### config.mk
export PLATFORM = sky130hd
export DESIGN_NAME = conv2d_engine
export DESIGN_NICKNAME = d
export VERILOG_FILES = /design/src/rtl/conv2d_engine.sv
export SDC_FILE = /design/constraint.sdc
export NUM_CORES = 1
export LEC_CHECK = 0
export ABC_AREA = 1
export BUFFER_PORTS_ARGS = -buffer_cell sky130_fd_sc_hd__buf_2
export CAP_MARGIN = 25
export CORE_MARGIN = 10
export CORE_UTILIZATION = 35
export CTS_BUF_LIST = sky130_fd_sc_hd__clkbuf_2 sky130_fd_sc_hd__clkbuf_4 sky130_fd_sc_hd__clkbuf_8
export DETAILED_ROUTE_END_ITERATION = 10
export PLACE_DENSITY = 0.58
export SLEW_MARGIN = 20
export SYNTH_ARGS = -nofsm -noshare
export SYNTH_HDL_FRONTEND = slang
export SYNTH_SLANG_ARGS = --single-unit
### constraint.sdc
create_clock -name i_clk -period 14.99 [get_ports i_clk]
set_input_delay 1.499 -clock i_clk [delete_from_list [all_inputs] [get_ports i_clk]]
set_output_delay 1.499 -clock i_clk [all_outputs]
set_load 0.1 [all_outputs]
### src/rtl/conv2d_engine.sv
// KxK signed 2-D convolution over an image in synchronous RAM; one
// accumulated result per output position on a valid/ready stream.
// Ports: i_clk/i_rst_n, start/stride/bases in, kernel and image RAM
// address out + data in, o_out_data/o_out_valid/i_out_ready, o_busy/o_done.
module conv2d_engine #(
  parameter int DATA_W     = 8,
  parameter int K          = 3,
  parameter int IMG_W      = 28,
  parameter int IMG_H      = 28,
  parameter int ADDR_W     = 16,
  parameter int MAX_STRIDE = 4,
  parameter int ACC_W      = 2*DATA_W + $clog2(K*K)
) (
  input  logic                              i_clk,
  input  logic                              i_rst_n,
  input  logic                              i_start,
  input  logic [$clog2(MAX_STRIDE+1)-1:0]   i_stride,
  input  logic [ADDR_W-1:0]                 i_src_base,
  input  logic [ADDR_W-1:0]                 i_ker_base,
  output logic [ADDR_W-1:0]                 o_ker_addr,
  input  logic [DATA_W-1:0]                 i_ker_data,
  output logic [ADDR_W-1:0]                 o_src_addr,
  input  logic [DATA_W-1:0]                 i_src_data,
  output logic [ACC_W-1:0]                  o_out_data,
  output logic                              o_out_valid,
  input  logic                              i_out_ready,
  output logic                              o_busy,
  output logic                              o_done
);

  localparam int KK    = K*K;
  localparam int CNT_W = $clog2(KK+1);
  localparam int KI_W  = (KK > 1) ? $clog2(KK) : 1;
  localparam int KX_W  = (K > 1) ? $clog2(K) : 1;
  localparam int SW    = $clog2(MAX_STRIDE+1);
  localparam int POS_W = $clog2(IMG_W+IMG_H+MAX_STRIDE+1);

  typedef enum logic [2:0] {
    IDLE, LOAD_KER, MAC, OUT, DONE
  } state_t;

  state_t                    state_q, state_d;
  logic [CNT_W-1:0]          cnt_q, cnt_d;
  logic [KX_W-1:0]           kx_q, kx_d;
  logic [SW-1:0]             stride_q, stride_d;
  logic [ADDR_W-1:0]         row_q, row_d;
  logic [ADDR_W-1:0]         win_q, win_d;
  logic [POS_W-1:0]          cx_q, cx_d;
  logic [POS_W-1:0]          ry_q, ry_d;
  logic [ADDR_W-1:0]         src_addr_q, src_addr_d;
  logic [ADDR_W-1:0]         ker_addr_q, ker_addr_d;
  logic signed [ACC_W-1:0]   acc_q, acc_d;
  logic                      valid_q, valid_d;
  logic                      busy_q, busy_d;
  logic                      done_q, done_d;
  logic signed [DATA_W-1:0]  ker_q [KK];
  logic signed [DATA_W-1:0]  ker_d [KK];

  logic [CNT_W-1:0]          cnt_m1;
  logic [KI_W-1:0]           tap_idx;
  logic signed [2*DATA_W-1:0] prod;
  logic [ADDR_W-1:0]         row_step;
  logic                      last_col;
  logic                      last_row;

  // RAM data lags its address by one cycle, so the tap consumed
  // this cycle is the one issued on the previous count.
  assign cnt_m1   = cnt_q - 1'b1;
  assign tap_idx  = KI_W'(cnt_m1);
  assign prod     = $signed(i_src_data) * ker_q[tap_idx];
  assign row_step = row_q + ADDR_W'(stride_q * IMG_W);

  // A window is last in its row/column when the next stride step
  // would push the kernel past the image edge.
  assign last_col = (cx_q + POS_W'(stride_q)) > POS_W'(IMG_W-K);
  assign last_row = (ry_q + POS_W'(stride_q)) > POS_W'(IMG_H-K);

  always_comb begin
    state_d    = state_q;
    cnt_d      = cnt_q;
    kx_d       = kx_q;
    stride_d   = stride_q;
    row_d      = row_q;
    win_d      = win_q;
    cx_d       = cx_q;
    ry_d       = ry_q;
    src_addr_d = src_addr_q;
    ker_addr_d = ker_addr_q;
    acc_d      = acc_q;
    valid_d    = valid_q;
    busy_d     = busy_q;
    done_d     = 1'b0;
    ker_d      = ker_q;
    unique case (state_q)
      IDLE: begin
        if (i_start) begin
          state_d    = LOAD_KER;
          busy_d     = 1'b1;
          cnt_d      = '0;
          ker_addr_d = i_ker_base;
          row_d      = i_src_base;
          win_d      = i_src_base;
          cx_d       = '0;
          ry_d       = '0;
          if (i_stride == '0 || i_stride > SW'(MAX_STRIDE))
            stride_d = SW'(1);
          else
            stride_d = i_stride;
        end
      end
      LOAD_KER: begin
        cnt_d = cnt_q + 1'b1;
        if (cnt_q != '0)
          ker_d[tap_idx] = i_ker_data;
        if (cnt_q < CNT_W'(KK-1))
          ker_addr_d = ker_addr_q + 1'b1;
        if (cnt_q == CNT_W'(KK)) begin
          state_d    = MAC;
          cnt_d      = '0;
          kx_d       = '0;
          src_addr_d = win_q;
          acc_d      = '0;
        end
      end
      MAC: begin
        cnt_d = cnt_q + 1'b1;
        if (cnt_q != '0)
          acc_d = acc_q + ACC_W'(prod);
        if (cnt_q < CNT_W'(KK-1)) begin
          if (kx_q == KX_W'(K-1)) begin
            kx_d       = '0;
            src_addr_d = src_addr_q + ADDR_W'(IMG_W-K+1);
          end else begin
            kx_d       = kx_q + 1'b1;
            src_addr_d = src_addr_q + 1'b1;
          end
        end
        if (cnt_q == CNT_W'(KK)) begin
          state_d = OUT;
          valid_d = 1'b1;
          cnt_d   = '0;
        end
      end
      OUT: begin
        if (i_out_ready) begin
          valid_d = 1'b0;
          if (last_col && last_row) begin
            state_d = DONE;
            busy_d  = 1'b0;
            done_d  = 1'b1;
          end else begin
            state_d = MAC;
            acc_d   = '0;
            cnt_d   = '0;
            kx_d    = '0;
            if (last_col) begin
              cx_d       = '0;
              ry_d       = ry_q + POS_W'(stride_q);
              row_d      = row_step;
              win_d      = row_step;
              src_addr_d = row_step;
            end else begin
              cx_d       = cx_q + POS_W'(stride_q);
              win_d      = win_q + ADDR_W'(stride_q);
              src_addr_d = win_q + ADDR_W'(stride_q);
            end
          end
        end
      end
      DONE: begin
        state_d = IDLE;
      end
      default: begin
        state_d = IDLE;
      end
    endcase
  end

  always_ff @(posedge i_clk or negedge i_rst_n) begin
    if (!i_rst_n) begin
      state_q    <= IDLE;
      cnt_q      <= '0;
      kx_q       <= '0;
      stride_q   <= SW'(1);
      row_q      <= '0;
      win_q      <= '0;
      cx_q       <= '0;
      ry_q       <= '0;
      src_addr_q <= '0;
      ker_addr_q <= '0;
      acc_q      <= '0;
      valid_q    <= 1'b0;
      busy_q     <= 1'b0;
      done_q     <= 1'b0;
      for (int i = 0; i < KK; i++)
        ker_q[i] <= '0;
    end else begin
      state_q    <= state_d;
      cnt_q      <= cnt_d;
      kx_q       <= kx_d;
      stride_q   <= stride_d;
      row_q      <= row_d;
      win_q      <= win_d;
      cx_q       <= cx_d;
      ry_q       <= ry_d;
      src_addr_q <= src_addr_d;
      ker_addr_q <= ker_addr_d;
      acc_q      <= acc_d;
      valid_q    <= valid_d;
      busy_q     <= busy_d;
      done_q     <= done_d;
      ker_q      <= ker_d;
    end
  end

  assign o_ker_addr  = ker_addr_q;
  assign o_src_addr  = src_addr_q;
  assign o_out_data  = acc_q;
  assign o_out_valid = valid_q;
  assign o_busy      = busy_q;
  assign o_done      = done_q;

endmodule

* Word level (Yosys, flattened, before mapping) *
Index checks and enable logic that the tools add are counted.

operators by class
  $add $sub $neg = 11
  mux-type cells = 64
  reductions and logical operators = 23
  $lt $le $gt $ge = 6
  bitwise operators = 1
  multiply operators = 2
  equal/unequal tests = 15

operators with widths
  cell                                                                  count
  16-bit two-way mux                                                    12
  16-bit case mux with 2 select lines                                   3
  20-bit two-way mux                                                    4
  72-bit bitwise mux                                                    1
  20-bit case mux with 3 select lines                                   1
  16-bit case mux with 3 select lines                                   1
  6-bit two-way mux                                                     7
  16-bit by 1-bit adder with 16-bit output, second input constant       2
  8-bit binary-select mux with 4-bit select                             1
  8-bit demux with 4-bit select                                         1
  8-bit two-way mux                                                     3
  6-bit case mux with 2 select lines                                    2
  20-bit by 16-bit adder with 20-bit output                             1
  2-bit inequality test, second input constant                          10
  3-bit two-way mux                                                     6
  16-bit by 3-bit adder with 16-bit output                              1
  16-bit by 5-bit adder with 16-bit output, second input constant       1
  16-bit by 8-bit adder with 16-bit output                              1
  8-bit by 8-bit multiplier with 16-bit output                          1
  4-bit two-way mux                                                     4
  4-bit AND reduction                                                   4
  5-bit AND reduction                                                   3
  6-bit by 3-bit adder with 6-bit output                                2
  6-bit by 5-bit > comparator with 1-bit output, second input constant  2
  28 further kinds                                                      48

storage, ports and cells
  logic and storage cells = 145
  bits in registers = 183
  input bits = 55
  output and inout port bits = 55

* Logic depth before layout (Yosys ltp) *
  word-level depth = 9
  gate-level depth with buffers = 36
  depth with buffers taken out = 33

* Worst setup path before layout *
No wires, ideal clock.

  path kind = register to register
  start = reg cnt_q[0]
  end = reg acc_q[18], in the netlist o_out_data[18]
  arrival time = 6.821 ns
  cell stages (with the launch flop) = 33
  path slack = 8.049 ns
  path buffers = 3
  cell sequence = dfrtp_1 > buf_2 > inv_2 > clkbuf_1 > ha_1 > clkinv_1 > buf_2 > a22oi_1 > o21ai_0 > nand2_1 > nand2_1 > nor2_1 > inv_1 > fa_1 > inv_1 > fa_1 > fa_1 > fa_1 > inv_1 > fa_1 > inv_1 > ha_1 > nand2_1 > o21ai_0 > nand3_1 > nand2_1 > nand3_1 > nand2_1 > nand2_1 > nand2_1 > inv_1 > nand2_1 > nand2_1

on the way
  longest elaborated chain between the ends = 9
  elaborated cells on any way between the ends = 14

RTL lines
  what                                                  line  RTL
  start: declaration                                    43    logic [CNT_W-1:0] cnt_q, cnt_d;
  start signal: assignment                              199   cnt_q <= cnt_d;
  4-bit by 1-bit subtractor with 4-bit output           68    assign cnt_m1 = cnt_q - 1'b1;
  4-bit NOT with 5-bit output (not written as such)     70    assign prod = $signed(i_src_data) * ker_q[tap_idx];
  8-bit binary-select mux with 4-bit select             70
  8-bit two-way mux (not written as such) (2 in a row)  70
  8-bit by 8-bit multiplier with 16-bit output          70
  20-bit by 16-bit adder with 20-bit output             128   acc_d = acc_q + ACC_W'(prod);
  20-bit two-way mux                                    127   if (cnt_q != '0)
  20-bit case mux with 3 select lines                   94    unique case (state_q)
  end signal: assignment                                191   acc_q <= '0;
  end signal: assignment                                208   acc_q <= acc_d;
  end: declaration                                      52    logic signed [ACC_W-1:0] acc_q, acc_d;

Several ways; a longest one is shown, not always the timed one. The select of a mux whose other input is x is not followed.
A chain may end at the register's enable or synchronous reset.

* Worst setup path in the final report *
Ends and elaborated chain as after synthesis.

==> flow_summary.ini <==
[cts]
clkSinkCount = 183
cts_tree = done
hold_buffers = 0
htree_levels = 4
clk_latency_ns = 0.51
cts_resized = 0
clk_pin_slew_ns = 0.11
cts_buffer_depth = 2
postCtsSetupBuffers = 0
cts-root-buf = clkbuf_8
cts_buffers = 17

[placed_design]
portBuffers = 109
dp_hpwl_um = 32300
finalWeightedCongestion = 0.902

[logic_synthesis]
synth_nets = 2130
avgSynthCellArea_um2 = 7.77
yosysMostFrequentCell = nand2_1
ys_ff_latch = 183
syn_inst = 1903
yosys.cell_types.count = 53
synth_top_area_share_pct = 30.8
synth_largest_area_cell = dfrtp_1
yosys-top-cells-area = dfrtp_1 31%, nand2_1 14%, fa_1 13%, ha_1 6.4%, inv_1 6.3%
synthFlopType = dfrtp_1
netlist_area_um2 = 14800
yosys_warnings = 0
yosys-top-cells-count = 556 x nand2_1, 250 x inv_1, 182 x dfrtp_1, 140 x nor2_1, 137 x o21ai_0
synthArstFlopShare_pct = 100
synth_edf_count = 0
yosysSeqAreaShare_pct = 31.0

[timing]
fmaxAchievable_mhz = 134
rsz0062_at_grt = false
fin_setup_tns_ns = 0
tightest_slew_ns = 0.933
relSlewSlack_pct = 37.8
min_period_ns = 7.45
final-max-slew-violation-count = 0
finClkSkew_ns = 0.0198
setup_viol = 0
finalCritPeriodShare_pct = 49.7
finalHoldViolCount = 0

[drt]
wl_per_cell_um = 16.6
drt-pass1-iter-count = 5
vias = 12600
drtAntennaViolNets = 0
vias_per_cell = 4.95
wl_um = 42000
drt_iter0_markers = 784
drc = 0

[job]
drv_cap = 0

[global_routing]
grt_max_degree = 66
grt_pass1_vias = 12600
overflow = 0
antenna_found_initial = 0
grt_usage_pct = 17.0
grt_pass1_wl_um = 68900

[cells_and_area]
nets = 2213
drive_above_1_share_pct = 12.2
syn2layout_area_growth_pct = 9.84

[floorplan]
fp.dieH_um = 225
initial_core_util_pct = 35.3
core_area_um2 = 41900
io_pins = 110
die_x_um = 225
die-area_um2 = 50800
num_rows = 75

[run_status]
status = complete, no violations

[critical_path]
required_ns = 15.39
end_kind = register
path_class = register to register
slowest_stage = clkinv_1
critPathLaunch = cnt_q[0]$_DFFE_PN0P_
start_kind = register
crit_arrival_ns = 7.85
path_max_fanout = 28
reg2reg_depth = 30
r2r_start = cnt_q[0]$_DFFE_PN0P_
max_stage_delay_ns = 0.62
cp_common_cell = nand2_1

[hold_path]
hold_depth = 2
min_from = ry_q[0]$_DFFE_PN0P_
worstHoldPathType = register to register
through the flow:
stage | cells | instance area (um2) | worst slack [ns] | utilization, % | hold slack [ns]
floorplan | 1903 | 14800 | 8.05 | - | 0.446
global placement | 2506 | 15800 | 7.86 | 37.7 | 0.460
detailed placement | 2506 | 15800 | 7.68 | 37.7 | 0.467
CTS | 2537 | 16200 | 7.62 | 38.8 | 0.492
global route | 2537 | 16200 | 7.04 | 38.8 | 0.511
finish | 2538 | 16200 | 7.54 | 38.8 | 0.488
sequential cells by signal, indices dropped and copies added (netlist names):
signal / flops
state_q: 3
win_q: 16
cnt_q: 4
kx_q: 2
stride_q: 3
ry_q: 6
o_out_valid: 1
ker_q: 72
o_src_addr: 16
o_busy: 1
o_done: 1
cx_q: 6
o_out_data: 20
o_ker_addr: 16
row_q: 16
kinds of logic (layout without fill, tap and decap cells):
logic type | Yosys count | in the layout | share of synthesized area [%]
fa+ha+maj | 172 | 172 | 19.4
mux | 41 | 41 | 3.12
xor+xnor | 40 | 40 | 2.42
buf+inv | 320 | 415 | 8.72
compound gates | 266 | 266 | 9.88
flops | 183 | 183 | 31.0
other cells | 0 | 1 | 0
simple gates | 881 | 881 | 25.4
worst max-delay path: cells and delay by family, from the launching register on:
kind                     cells  cell delay [ns]
AO/OA/AOI/OAI                3             0.88
adder cells (fa/ha/maj)      7             3.52
buffers and inverters        8             1.51
flip-flops                   1             0.40
AND/OR/NAND/NOR             12             1.01
per-layer routing:
metal	part of all wire (%)	global-route usage, %
met1	46	22.6
met2	48	28.4
met3	4.1	2.82
met4	1.4	4.10
met5	0	0
layout make-up:
type	instances	area, um2
timing repair buffer	116	607
multi-input combinational	1400	8910
sequential	183	4580
fill	4391	25600
clock buffer	19	255
antenna	1	2.50
clock inverter	12	190
inverter	268	1010
tap	539	674
final timing paths:
check / endpoint / slack [ns]
min in group asynchronous: ker_q[59]$_DFFE_PN0P_ / 0.95
max: o_out_data[18]$_DFFE_PN0P_ / 7.54
max reg2reg: o_out_data[18]$_DFFE_PN0P_ / 7.54
min: ry_q[0]$_DFFE_PN0P_ / 0.49
max in group asynchronous: o_ker_addr[5]$_DFFE_PN0P_ / 12.74
min reg2reg: ry_q[0]$_DFFE_PN0P_ / 0.49
cells in the final DEF (no fill, tap or decap), types with 39 or more instances in the layout:
| cell type | n |
|---|---|
| o21ai_0 | 137 |
| ha_1 | 76 |
| nand2_1 | 556 |
| mux2_2 | 39 |
| nor2_1 | 140 |
| a21oi_1 | 77 |
| fa_1 | 96 |
| inv_1 | 250 |
| buf_2 | 108 |
| nand3_1 | 99 |
| dfrtp_1 | 182 |
Power is not shown: default switching activity piles up to over one toggle a cycle in this logic, so the estimate is an artifact.
